$ cat config.mk
export PLATFORM = sky130hd
export DESIGN_NAME = core_seq
export DESIGN_NICKNAME = d
export VERILOG_FILES = /design/src/rtl/riscv_pkg.sv /design/src/rtl/op_classify.sv /design/src/rtl/core_seq.sv
export SDC_FILE = /design/constraint.sdc
export NUM_CORES = 1
export LEC_CHECK = 0
export BUFFER_PORTS_ARGS = -buffer_cell sky130_fd_sc_hd__buf_4
export CAP_MARGIN = 20
export CORE_MARGIN = 2
export CORE_UTILIZATION = 57
export CTS_CLUSTER_SIZE = 12
export DETAILED_ROUTE_END_ITERATION = 8
export HOLD_SLACK_MARGIN = 0.08
export MAX_ROUTING_LAYER = met4
export PLACE_DENSITY = 0.84
export SYNTH_ARGS = -nofsm -noshare
export SYNTH_HDL_FRONTEND = slang
export SYNTH_SLANG_ARGS = --single-unit
$ cat constraint.sdc
create_clock -name i_clk -period 3.1 [get_ports i_clk]
set_input_delay 0.155 -clock i_clk [delete_from_list [all_inputs] [get_ports i_clk]]
set_output_delay 0.155 -clock i_clk [all_outputs]
set_load 0.02 [all_outputs]
$ cat src/rtl/riscv_pkg.sv
// Shared RV32I definitions: base opcodes, sequencer state encoding and the
// opcode classification bundle used by the decode stage.
package riscv_pkg;

   // RV32I base opcodes (instruction bits [6:0])
   localparam logic [6:0] OP_R     = 7'h33;
   localparam logic [6:0] OP_I     = 7'h13;
   localparam logic [6:0] OP_LOAD  = 7'h03;
   localparam logic [6:0] OP_JALR  = 7'h67;
   localparam logic [6:0] OP_S     = 7'h23;
   localparam logic [6:0] OP_B     = 7'h63;
   localparam logic [6:0] OP_LUI   = 7'h37;
   localparam logic [6:0] OP_AUIPC = 7'h17;
   localparam logic [6:0] OP_JAL   = 7'h6F;

   // Sequencer states; encodings 5 and 6 are unused and recover to FETCH
   typedef enum logic [2:0] {
      ST_FETCH  = 3'd0,
      ST_DECODE = 3'd1,
      ST_EXEC   = 3'd2,
      ST_MEM    = 3'd3,
      ST_WB     = 3'd4,
      ST_TRAP   = 3'd7
   } state_e;

   // Per-opcode attributes the sequencer branches on
   typedef struct packed {
      logic is_load;
      logic is_store;
      logic is_branch;
      logic is_jump;
      logic is_legal;
   } op_class_t;

endpackage

$ cat src/rtl/op_classify.sv
// Combinational RV32I opcode classifier.
module op_classify
   import riscv_pkg::*;
(
   input  logic [6:0] i_opcode,
   output op_class_t  o_class
);

   // Map each base opcode to its attributes; anything else is illegal
   always_comb begin
      // NOTE: every output gets a default before the case so no path leaves
      // a bit unassigned, which would otherwise infer a latch.
      o_class = '0;
      unique case (i_opcode)
         OP_R, OP_I, OP_LUI, OP_AUIPC: o_class.is_legal = 1'b1;
         OP_LOAD: begin
            o_class.is_load  = 1'b1;
            o_class.is_legal = 1'b1;
         end
         OP_S: begin
            o_class.is_store = 1'b1;
            o_class.is_legal = 1'b1;
         end
         OP_B: begin
            o_class.is_branch = 1'b1;
            o_class.is_legal  = 1'b1;
         end
         OP_JAL, OP_JALR: begin
            o_class.is_jump  = 1'b1;
            o_class.is_legal = 1'b1;
         end
         default: o_class = '0;
      endcase
   end

endmodule

$ cat src/rtl/core_seq.sv
// Multi-cycle RV32I control sequencer: FETCH/DECODE/EXEC/MEM/WB with a sticky
// TRAP state for illegal opcodes and a retired-instruction counter.
module core_seq
   import riscv_pkg::*;
(
   input  logic        i_clk,
   input  logic        i_rst,
   input  logic [6:0]  i_opcode,
   input  logic        i_br_taken,
   input  logic        i_imem_ack,
   input  logic        i_dmem_ack,
   output logic        o_imem_req,
   output logic        o_ir_we,
   output logic        o_pc_we,
   output logic        o_pc_sel,
   output logic        o_dmem_req,
   output logic        o_dmem_we,
   output logic        o_regwrite,
   output logic        o_trap,
   output logic [2:0]  o_state,
   output logic [31:0] o_instret
);

   state_e      state_q, state_d;
   logic [6:0]  opcode_q, opcode_d;
   logic [31:0] instret_q, instret_d;
   logic [6:0]  cls_opcode;
   op_class_t   cls;
   logic        retire;

   // In DECODE the live opcode drives the legality decision; afterwards only
   // the registered copy is used so the instruction register may change.
   assign cls_opcode = (state_q == ST_DECODE) ? i_opcode : opcode_q;

   op_classify u_classify (
      .i_opcode (cls_opcode),
      .o_class  (cls)
   );

   // State, latched opcode and retire counter registers
   always_ff @(posedge i_clk or posedge i_rst) begin
      if (i_rst) begin
         state_q   <= ST_FETCH;
         opcode_q  <= '0;
         instret_q <= '0;
      end else begin
         // NOTE: non-blocking assignments so every register samples the
         // pre-edge values regardless of statement order.
         state_q   <= state_d;
         opcode_q  <= opcode_d;
         instret_q <= instret_d;
      end
   end

   // Next-state and strobe decode from the registered state
   always_comb begin
      state_d    = state_q;
      opcode_d   = opcode_q;
      retire     = 1'b0;
      o_imem_req = 1'b0;
      o_ir_we    = 1'b0;
      o_pc_we    = 1'b0;
      o_pc_sel   = 1'b0;
      o_dmem_req = 1'b0;
      o_dmem_we  = 1'b0;
      o_regwrite = 1'b0;
      o_trap     = 1'b0;
      case (state_q)
         ST_FETCH: begin
            // Reset forces FETCH, so gating here keeps the request low
            // while reset is held and ignores acks for aborted fetches.
            if (!i_rst) begin
               o_imem_req = 1'b1;
               if (i_imem_ack) begin
                  o_ir_we = 1'b1;
                  state_d = ST_DECODE;
               end
            end
         end
         ST_DECODE: begin
            opcode_d = i_opcode;
            state_d  = cls.is_legal ? ST_EXEC : ST_TRAP;
         end
         ST_EXEC: begin
            if (cls.is_branch) begin
               o_pc_we  = 1'b1;
               o_pc_sel = i_br_taken;
               retire   = 1'b1;
               state_d  = ST_FETCH;
            end else if (cls.is_load || cls.is_store) begin
               state_d = ST_MEM;
            end else begin
               state_d = ST_WB;
            end
         end
         ST_MEM: begin
            o_dmem_req = 1'b1;
            o_dmem_we  = cls.is_store;
            if (i_dmem_ack) begin
               if (cls.is_store) begin
                  o_pc_we = 1'b1;
                  retire  = 1'b1;
                  state_d = ST_FETCH;
               end else begin
                  state_d = ST_WB;
               end
            end
         end
         ST_WB: begin
            o_regwrite = 1'b1;
            o_pc_we    = 1'b1;
            o_pc_sel   = cls.is_jump;
            retire     = 1'b1;
            state_d    = ST_FETCH;
         end
         ST_TRAP: begin
            o_trap = 1'b1;
         end
         default: state_d = ST_FETCH;
      endcase
      // Free-running count; wraps silently at 2^32
      instret_d = retire ? instret_q + 32'd1 : instret_q;
   end

   assign o_state   = state_q;
   assign o_instret = instret_q;

endmodule

* Word-level counts from Yosys, hierarchy flattened
Cells that the tools add are included.
Word-level totals: latch bits 0, logic and storage cells 56, memories kept 0, bits in registers 42, output and inout bits 43, RAM bits 0, memory bits (read-only) 0
Cells by class: divide/modulo/power cells 0, muxes and demuxes 29, $add $sub $neg 1, reduce and logical (&&, ||, !) cells 5, order comparisons 0, bitwise gates (word level) 1, shift-type cells 0, multiply operators 0, equal/unequal tests 17
Operators by type and width (count):
- adder 32 x 1 -> 32 bit (second input constant) | 1
- == test 7 x 6 -> 1 bit (second input constant) | 3
- == test 7 bit (second input constant) | 3
- two-way mux 3 bit | 7
- two-way mux 1 bit | 18
- case mux 3 bit (5 select lines) | 1
- == test 7 x 5 -> 1 bit (second input constant) | 2
- OR reduction 9 bit | 1
- == test 7 x 2 -> 1 bit (second input constant) | 1
- two-way mux 7 bit | 1
- == test 3 x 2 -> 1 bit (second input constant) | 2
- == test 3 bit (second input constant) | 2
- != test 2 bit (second input constant) | 3
- AND reduction 4 bit | 1
- == test 3 x 1 -> 1 bit (second input constant) | 1
- logical NOT 3 bit | 1
- case mux 1 bit (3 select lines) | 1
- case mux 1 bit (2 select lines) | 1
- OR reduction 2 bit | 1
- logical OR 1 bit | 1
- inverter 1 bit | 1

* Depth between registers and ports, before layout
Gate-level depths: netlist of run 1.
word-level depth 8, mapped depth 7, gate-level depth less buffers 5

* Hierarchy
A second synthesis of run 1 with hierarchy kept.
Unflattened totals: cells, all modules 191, area, all modules 2074.5 µm²
By module, submodules not included:
- core_seq | cells each 179, instances 1, area each 1988.2 µm²
- op_classify | cells each 12, instances 1, area each 86.3 µm²

* Worst setup path after synthesis of run 1
OpenSTA, ideal clock, no wires.
path kind register to output, start register state_q[0] (netlist: o_state[0]), end output port o_ir_we, arrival 1.818 ns, data required time 2.945 ns, stages on the path, launching flop included 4, slack 1.127 ns, path through dfrtp_1 -> clkbuf_1 -> nor4_1 -> and2_1
On the way: word-level cells in the longest chain between the ends 2
RTL lines:
- start, declared | line core_seq.sv:24 | state_e state_q, state_d;
- start signal, assigned | line core_seq.sv:49 | state_q <= state_d;
- logical NOT 3 bit | line core_seq.sv:68 | case (state_q)
- two-way mux 1 bit | line core_seq.sv:68
- end, declared | line core_seq.sv:13 | output logic o_ir_we,
Every way passes these cells.

* Final worst setup path of run 1
start register state_q[1] (netlist: o_state[1]), end register instret_q[16] (netlist: o_instret[16])
On the way: word-level cells in the longest chain between the ends 7, elaborated cells between the ends (all ways) 13, classes of those cells eq/ne (6); mux (7)
RTL lines:
- == test 3 x 1 -> 1 bit | line core_seq.sv:33 | assign cls_opcode = (state_q == ST_DECODE) ? i_opcode : opcode_q;
- two-way mux 7 bit
- == test 7 x 6 -> 1 bit | line op_classify.sv:14 | unique case (i_opcode)
- two-way mux 1 bit | line op_classify.sv:14
- two-way mux 1 bit | line core_seq.sv:100 | if (cls.is_store) begin
- two-way mux 1 bit | line core_seq.sv:99 | if (i_dmem_ack) begin
- case mux 1 bit (3 select lines) * | line core_seq.sv:68
- end signal, assigned | line core_seq.sv:51 | instret_q <= instret_d;
- end, declared | line core_seq.sv:26 | logic [31:0] instret_q, instret_d;
Mark *: on every way between the ends. The rest lies on a longest branch, timed or not. A chain may end at the register's enable or synchronous reset.

==> run metrics, run 1 <==
setup_tns 0 ns; Ys Warns 0; max cap viols 0; Clock transition at path regs 0.08 ns; Post-Syn Area per Cell 11.7 um^2; # rows 22; sequential area share after synthesis 0.461; number of fill cells 291; layout cells sized above 1 0.393; Mapped Nets 208; async set-reset flop share out of synthesis 1.00; drt drc 0; Skew-Pair Late Insertion Delay 0.30 ns; first-pass GRT wire length 7980 um; Final Max Tran Viols 0; Post-CTS Setup Bufs 0; Max Freq 453 MHz; CTS tree yes; number of diodes 0; post-route ant nets 0; RSZ-0062 raised after global routing false; Switch Pwr 0.646 mW; sequential power share 0.448; GPL Wtd Cong 0.845; post-CTS sizing 0; status completed; Area Overhead vs Synth 24.1%; Post-Syn Area 2280 um^2; Yosys reg bits 42; Post-synth EDFFs 0; final-report setup violation count 0; wire per inst 16.1 um; Power Density 637 nW/um^2; clk sinks 42; Root Driver clkbuf_8; final wirelength 4820 um; normalized max-slew margin 0.602; Detailed Route Iter0 Violations 119; initial antenna violation count 0; Hold Buf Count CTS 1; Worst-Margin Slew 0.595 ns; hold crit path type input port to flip-flop; Sw Ratio 0.359; Data required, critical path 3.33 ns; Worst Clk Skew 0.00388 ns; startpoint type of the worst setup path flip-flop; Die H 67.2 um; Longest Clk Path Bufs 2; critical path arrival 2.44 ns; ratio of final minimum period to clock period 0.712; largest net degree at the start of global routing 43; First-pass DRT Iterations 4; Main synth FF type dfrtp_1; maximum VDD drop 0.000499 V; number of port buffers 54; total track usage 0.245; die width 67.2 um; critical path fanouts, max 15; vias in the first global route 1647; final-report hold violation count 0; Starting Density 0.609; Layout Utilization 0.755; grt ovf 0; Pint 1.15 mW; H-Tree Depth 2; IO Count 55; die area 4520 um^2; Logic pwr share 0.323; Unique masters post-synth 51; Post-DP HPWL 3470 um; Final Net Count 264; DR vias 1732; critical path capture point type flip-flop; WS Path Type flip-flop to flip-flop; CTS Buf Count 5; Vias/cell 5.77; Core ar. 3740 um^2; fin crit period 2.21 ns; clock share of power 0.228; Worst Hold Slack 0.102 ns; Leak 1.33 nW; Post-Syn Instances 195
[routing by layer]
layer | GRT usage | wire (um) | up-vias
met5 | - | 0 | -
met4 | 0.102 | 67 | 0
met3 | 0.0467 | 230 | 6
met2 | 0.377 | 2350 | 54
met1 | 0.319 | 2170 | 857
li1 | - | - | 815
[per-stage QoR]
step | power (mW) | worst slack (ns) | cells | area (um^2)
after floorplan | 1.19 | 1.13 | 195 | 2280
after global placement | 1.37 | 1.02 | 291 | 2710
after detailed placement | 1.40 | 0.923 | 291 | 2710
after CTS | 1.81 | 0.909 | 300 | 2830
after global routing | 1.89 | 0.706 | 300 | 2830
final | 1.80 | 0.894 | 300 | 2830
[sequential cells by signal (all words and copies together) (netlist names)]
register and cells:
opcode_q 7, o_state 3, o_instret 32
[area by class of cell]
| type | instances | area [um^2] | share of cell area |
|---|---|---|---|
| clock buffer | 8 | 110 | 0.0390 |
| inverter | 4 | 20.0 | 0.00708 |
| multi-input combinational | 141 | 1150 | 0.409 |
| sequential | 42 | 1050 | 0.372 |
| tap | 48 | 60.1 | 0.0212 |
| timing repair buffer | 57 | 430 | 0.152 |
[worst max-delay path, stage by stage, from the launching register on]
cell and delay (ns):
dfrtp_1 0.59, nor3b_2 0.37, o211ai_4 0.16, a21boi_4 0.53
nor4b_4 0.32, xor2_1 0.16
[power by group through the flow]
stage | Clock [mW] | Sequential [mW] | Combinational (mW)
global placement | 0 | 0.800 | 0.568
CTS | 0.420 | 0.802 | 0.588
global route | 0.448 | 0.820 | 0.626
finish | 0.411 | 0.807 | 0.582
detailed placement | 0 | 0.812 | 0.585
floorplan | 0 | 0.799 | 0.394
[Yosys cell counts, drive strengths merged (4+ instances only)]
cell type,n,share of area
dfrtp,42,0.46
xnor2,27,0.11
nand3,14,0.042
nor4,4,0.018
nand4,13,0.054
nor2,7,0.016
nor3b,6,0.024
mux2,8,0.040
and3,10,0.028
inv,4,0.0088
buf,5,0.018
xor2,4,0.015
nand2,14,0.023
[path summary, 6_finish.rpt]
kind                                           start                   endpoint  slack [ns]  cells past startpoint
max                           o_state[1]$_DFFE_PP0P_  o_instret[16]$_DFFE_PP0P_        0.89                      5
min                                      i_opcode[6]      opcode_q[6]$_DFF_PP0_        0.10                      2
max reg2reg                   o_state[1]$_DFFE_PP0P_  o_instret[16]$_DFFE_PP0P_        0.89                      5
min reg2reg                o_instret[31]$_DFFE_PP0P_  o_instret[31]$_DFFE_PP0P_        0.47                      1
max in group asynchronous                      i_rst  o_instret[27]$_DFFE_PP0P_        2.16                      4
min in group asynchronous                      i_rst     o_state[0]$_DFFE_PP0P_        0.57                      4
[layout by cell type (no fill, tap or decap), types with 4 or more instances in the layout]
| cell type | instances |
|---|---|
| nor3b_1 | 4 |
| xor2_1 | 4 |
| dfrtp_1 | 42 |
| xnor2_1 | 26 |
| nand3_1 | 9 |
| buf_4 | 56 |
| and3_1 | 9 |
| nand2_1 | 14 |
| nand3_2 | 5 |
| mux2_2 | 8 |
| nand4_1 | 9 |
| clkbuf_8 | 8 |
| nor2_1 | 5 |
[cells by family (layout without fill, tap and decap cells)]
family	count (synthesis)	in the layout	share of synthesized area
and+or+nand+nor	85	85	0.274
buffers and inverters	12	69	0.0319
adders and majority gates	1	1	0.00549
AOI/OAI and AO/OA	16	16	0.0654
xor gates and xnor gates	31	31	0.122
muxes	8	8	0.0395
DFF	42	42	0.461
No activity file was read; power rests on OpenSTA's default activity.
==> run 2: changes to the inputs <==
--- a/config.mk
+++ b/config.mk
@@ -8,12 +8,12 @@
 export BUFFER_PORTS_ARGS = -buffer_cell sky130_fd_sc_hd__buf_4
 export CAP_MARGIN = 20
 export CORE_MARGIN = 2
-export CORE_UTILIZATION = 57
+export CORE_UTILIZATION = 53
 export CTS_CLUSTER_SIZE = 12
 export DETAILED_ROUTE_END_ITERATION = 8
 export HOLD_SLACK_MARGIN = 0.08
 export MAX_ROUTING_LAYER = met4
-export PLACE_DENSITY = 0.84
+export PLACE_DENSITY = 0.79
 export SYNTH_ARGS = -nofsm -noshare
 export SYNTH_HDL_FRONTEND = slang
 export SYNTH_SLANG_ARGS = --single-unit
==> constraint.sdc (replaced) <==
create_clock -name i_clk -period 2.3 [get_ports i_clk]
set_input_delay 0.115 -clock i_clk [delete_from_list [all_inputs] [get_ports i_clk]]
set_output_delay 0.115 -clock i_clk [all_outputs]
set_load 0.02 [all_outputs]
==> run 2 against run 1 <==
  * Routed wire length down 3.2%
  * Cell area up 2.2%
  * Final cell count up 2.3%
  * Largest power group unchanged
  * Worst hold slack worse by 0.014 ns
==> run metrics, run 2 (same netlist as run 1, synthesis figures left out) <==
Detailed Route Iter0 Violations 133 (+12%); CTS Buf Count 5 (unchanged); initial antenna violation count 0 (unchanged); Crit-path slowest cell dfrtp_1; Power Density 851 nW/um^2 (+34%); Logic pwr share 0.332 (+0.009); number of diodes 0 (unchanged); H-Tree Depth 2 (unchanged); hold crit path type input port to flip-flop; setup_tns 0 ns (unchanged); fin crit period 2.05 ns (-0.155 ns); first-pass GRT wire length 7890 um (-1.0%); commonest cells after routing, fill and taps aside buf_4, dfrtp_1, xnor2_1; Starting Density 0.562 (-0.0471); critical path fanouts, max 11 (-4); clk sinks 42 (unchanged); max cap viols 0 (unchanged); WS Path Type flip-flop to flip-flop; Max stage delay on crit path 0.61 ns (+0.02 ns); DR vias 1714 (-1.0%); most common cell after layout, fill and taps aside buf_4; total track usage 0.206 (-0.0394); post-route ant nets 0 (unchanged); Worst-Margin Slew 0.617 ns (+0.0218 ns); GPL Wtd Cong 0.769 (-9.1%); post-CTS sizing 0 (unchanged); CTS tree yes; status completed; Vias/cell 5.58 (-3.3%); Leak 1.36 nW (+2.2%); Pint 1.59 mW (+38%); Max Freq 487 MHz (+7.6%); wire per inst 15.2 um (-5.4%); drt drc 0 (unchanged); Longest Clk Path Bufs 2 (unchanged); final-report setup violation count 0 (unchanged); Sw Ratio 0.351 (-0.00782); Largest register FFs 32 (unchanged); largest net degree at the start of global routing 29 (-33%); Buf/Inv on CP 2 (+2); layout cells sized above 1 0.393 (about the same); sequential power share 0.429 (-0.019); final wirelength 4670 um (-3.2%); ratio of final minimum period to clock period 0.892 (+0.180); Worst Clk Skew 0.00889 ns (+0.00500 ns); Data required, critical path 2.47 ns (-0.86 ns); RSZ-0062 raised after global routing false; CP delay by family, top flip-flops; final-report hold violation count 0 (unchanged); clock share of power 0.239 (+0.011); Core ar. 4060 um^2 (+8.4%); die width 69.6 um (+3.5%); die area 4840 um^2 (+7.1%); First-pass DRT Iterations 4 (unchanged); critical path arrival 2.22 ns (-0.22 ns); IO Count 55 (unchanged); Clock transition at path regs 0.08 ns (about the same); Skew-Pair Late Insertion Delay 0.29 ns (about the same); Final Max Tran Viols 0 (unchanged); Post-DP HPWL 3430 um (-1.3%); Die H 69.6 um (+3.5%); grt ovf 0 (unchanged); maximum VDD drop 0.000450 V (-9.9%); Placed Cells 295 (+1.4%); Final Net Count 269 (+1.9%); # rows 23 (+4.5%); normalized max-slew margin 0.588 (-0.0140); crit path cell chain inv_6 > or3_4 > a21boi_4 > buf_4 > nand4_2 > xnor2_1; vias in the first global route 1654 (+0.43%); Area Overhead vs Synth 26.8%; Post-Layout Cell Count 307 (+2.3%); critical path capture point type flip-flop; Switch Pwr 0.864 mW (+34%); number of port buffers 54 (unchanged); startpoint type of the worst setup path flip-flop; Root Driver clkbuf_8
-- run 2: changes by cell type in the layout (fill, tap and decap cells not counted), sizes merged --
cell / delta
dlygate4sd3: +3
clkinv: +1
buf: +2
inv: +1
clkbuf: -3
bufinv: +1
-- run 2: layout make-up --
class	instances	area, um^2
fill	308	1170
multi-input combinational	141	1150
sequential	42	1050
timing repair buffer	62	488
clock buffer	5	68.8
tap	50	62.6
clock inverter	3	43.8
inverter	4	20.0
-- run 2: what timing repair did --
action | CTS | global route
buffers inserted | 0 | 0
hold buffers | 4 | 0
endpoints found under the hold margin | 17 | 0
-- run 2: path summary, 6_finish.rpt --
path	from	to	slack, ns	cells past startpoint
setup / recovery	o_state[2]$_DFFE_PP0P_	o_instret[24]$_DFFE_PP0P_	0.25	6
hold / removal	i_opcode[1]	opcode_q[1]$_DFF_PP0_	0.09	2
setup reg to reg	o_state[2]$_DFFE_PP0P_	o_instret[24]$_DFFE_PP0P_	0.25	6
hold reg to reg	o_instret[4]$_DFFE_PP0P_	o_instret[4]$_DFFE_PP0P_	0.49	1
max in group asynchronous	i_rst	opcode_q[0]$_DFF_PP0_	1.26	4
min in group asynchronous	i_rst	o_instret[1]$_DFFE_PP0P_	0.47	3
-- run 2: metrics by stage --
step	area, um^2	worst slack (ns)	total power [mW]	hold WS (ns)	util
after global placement	2740	0.318	1.86	0.248	0.674
final	2890	0.249	2.46	0.0879	0.712
after global routing	2890	0.125	2.59	0.0808	0.712
after detailed placement	2740	0.252	1.88	0.248	0.674
after CTS	2890	0.245	2.47	0.0801	0.712
after floorplan	2280	0.367	1.61	0.267	-
-- run 2: per-layer routing --
layer | GRT usage | vias up | wire (um)
li1 | - | 822 | -
met1 | 0.288 | 834 | 2200
met2 | 0.307 | 49 | 2160
met3 | 0.0378 | 9 | 222
met4 | 0.0654 | 0 | 78
met5 | - | - | 0
-- run 2: power by group through the flow --
stage	clock (mW)	sequential, mW	combinational (mW)
floorplan	0	1.08	0.531
global placement	0	1.06	0.804
detailed placement	0	1.07	0.814
CTS	0.598	1.05	0.820
global route	0.623	1.08	0.881
finish	0.588	1.06	0.815
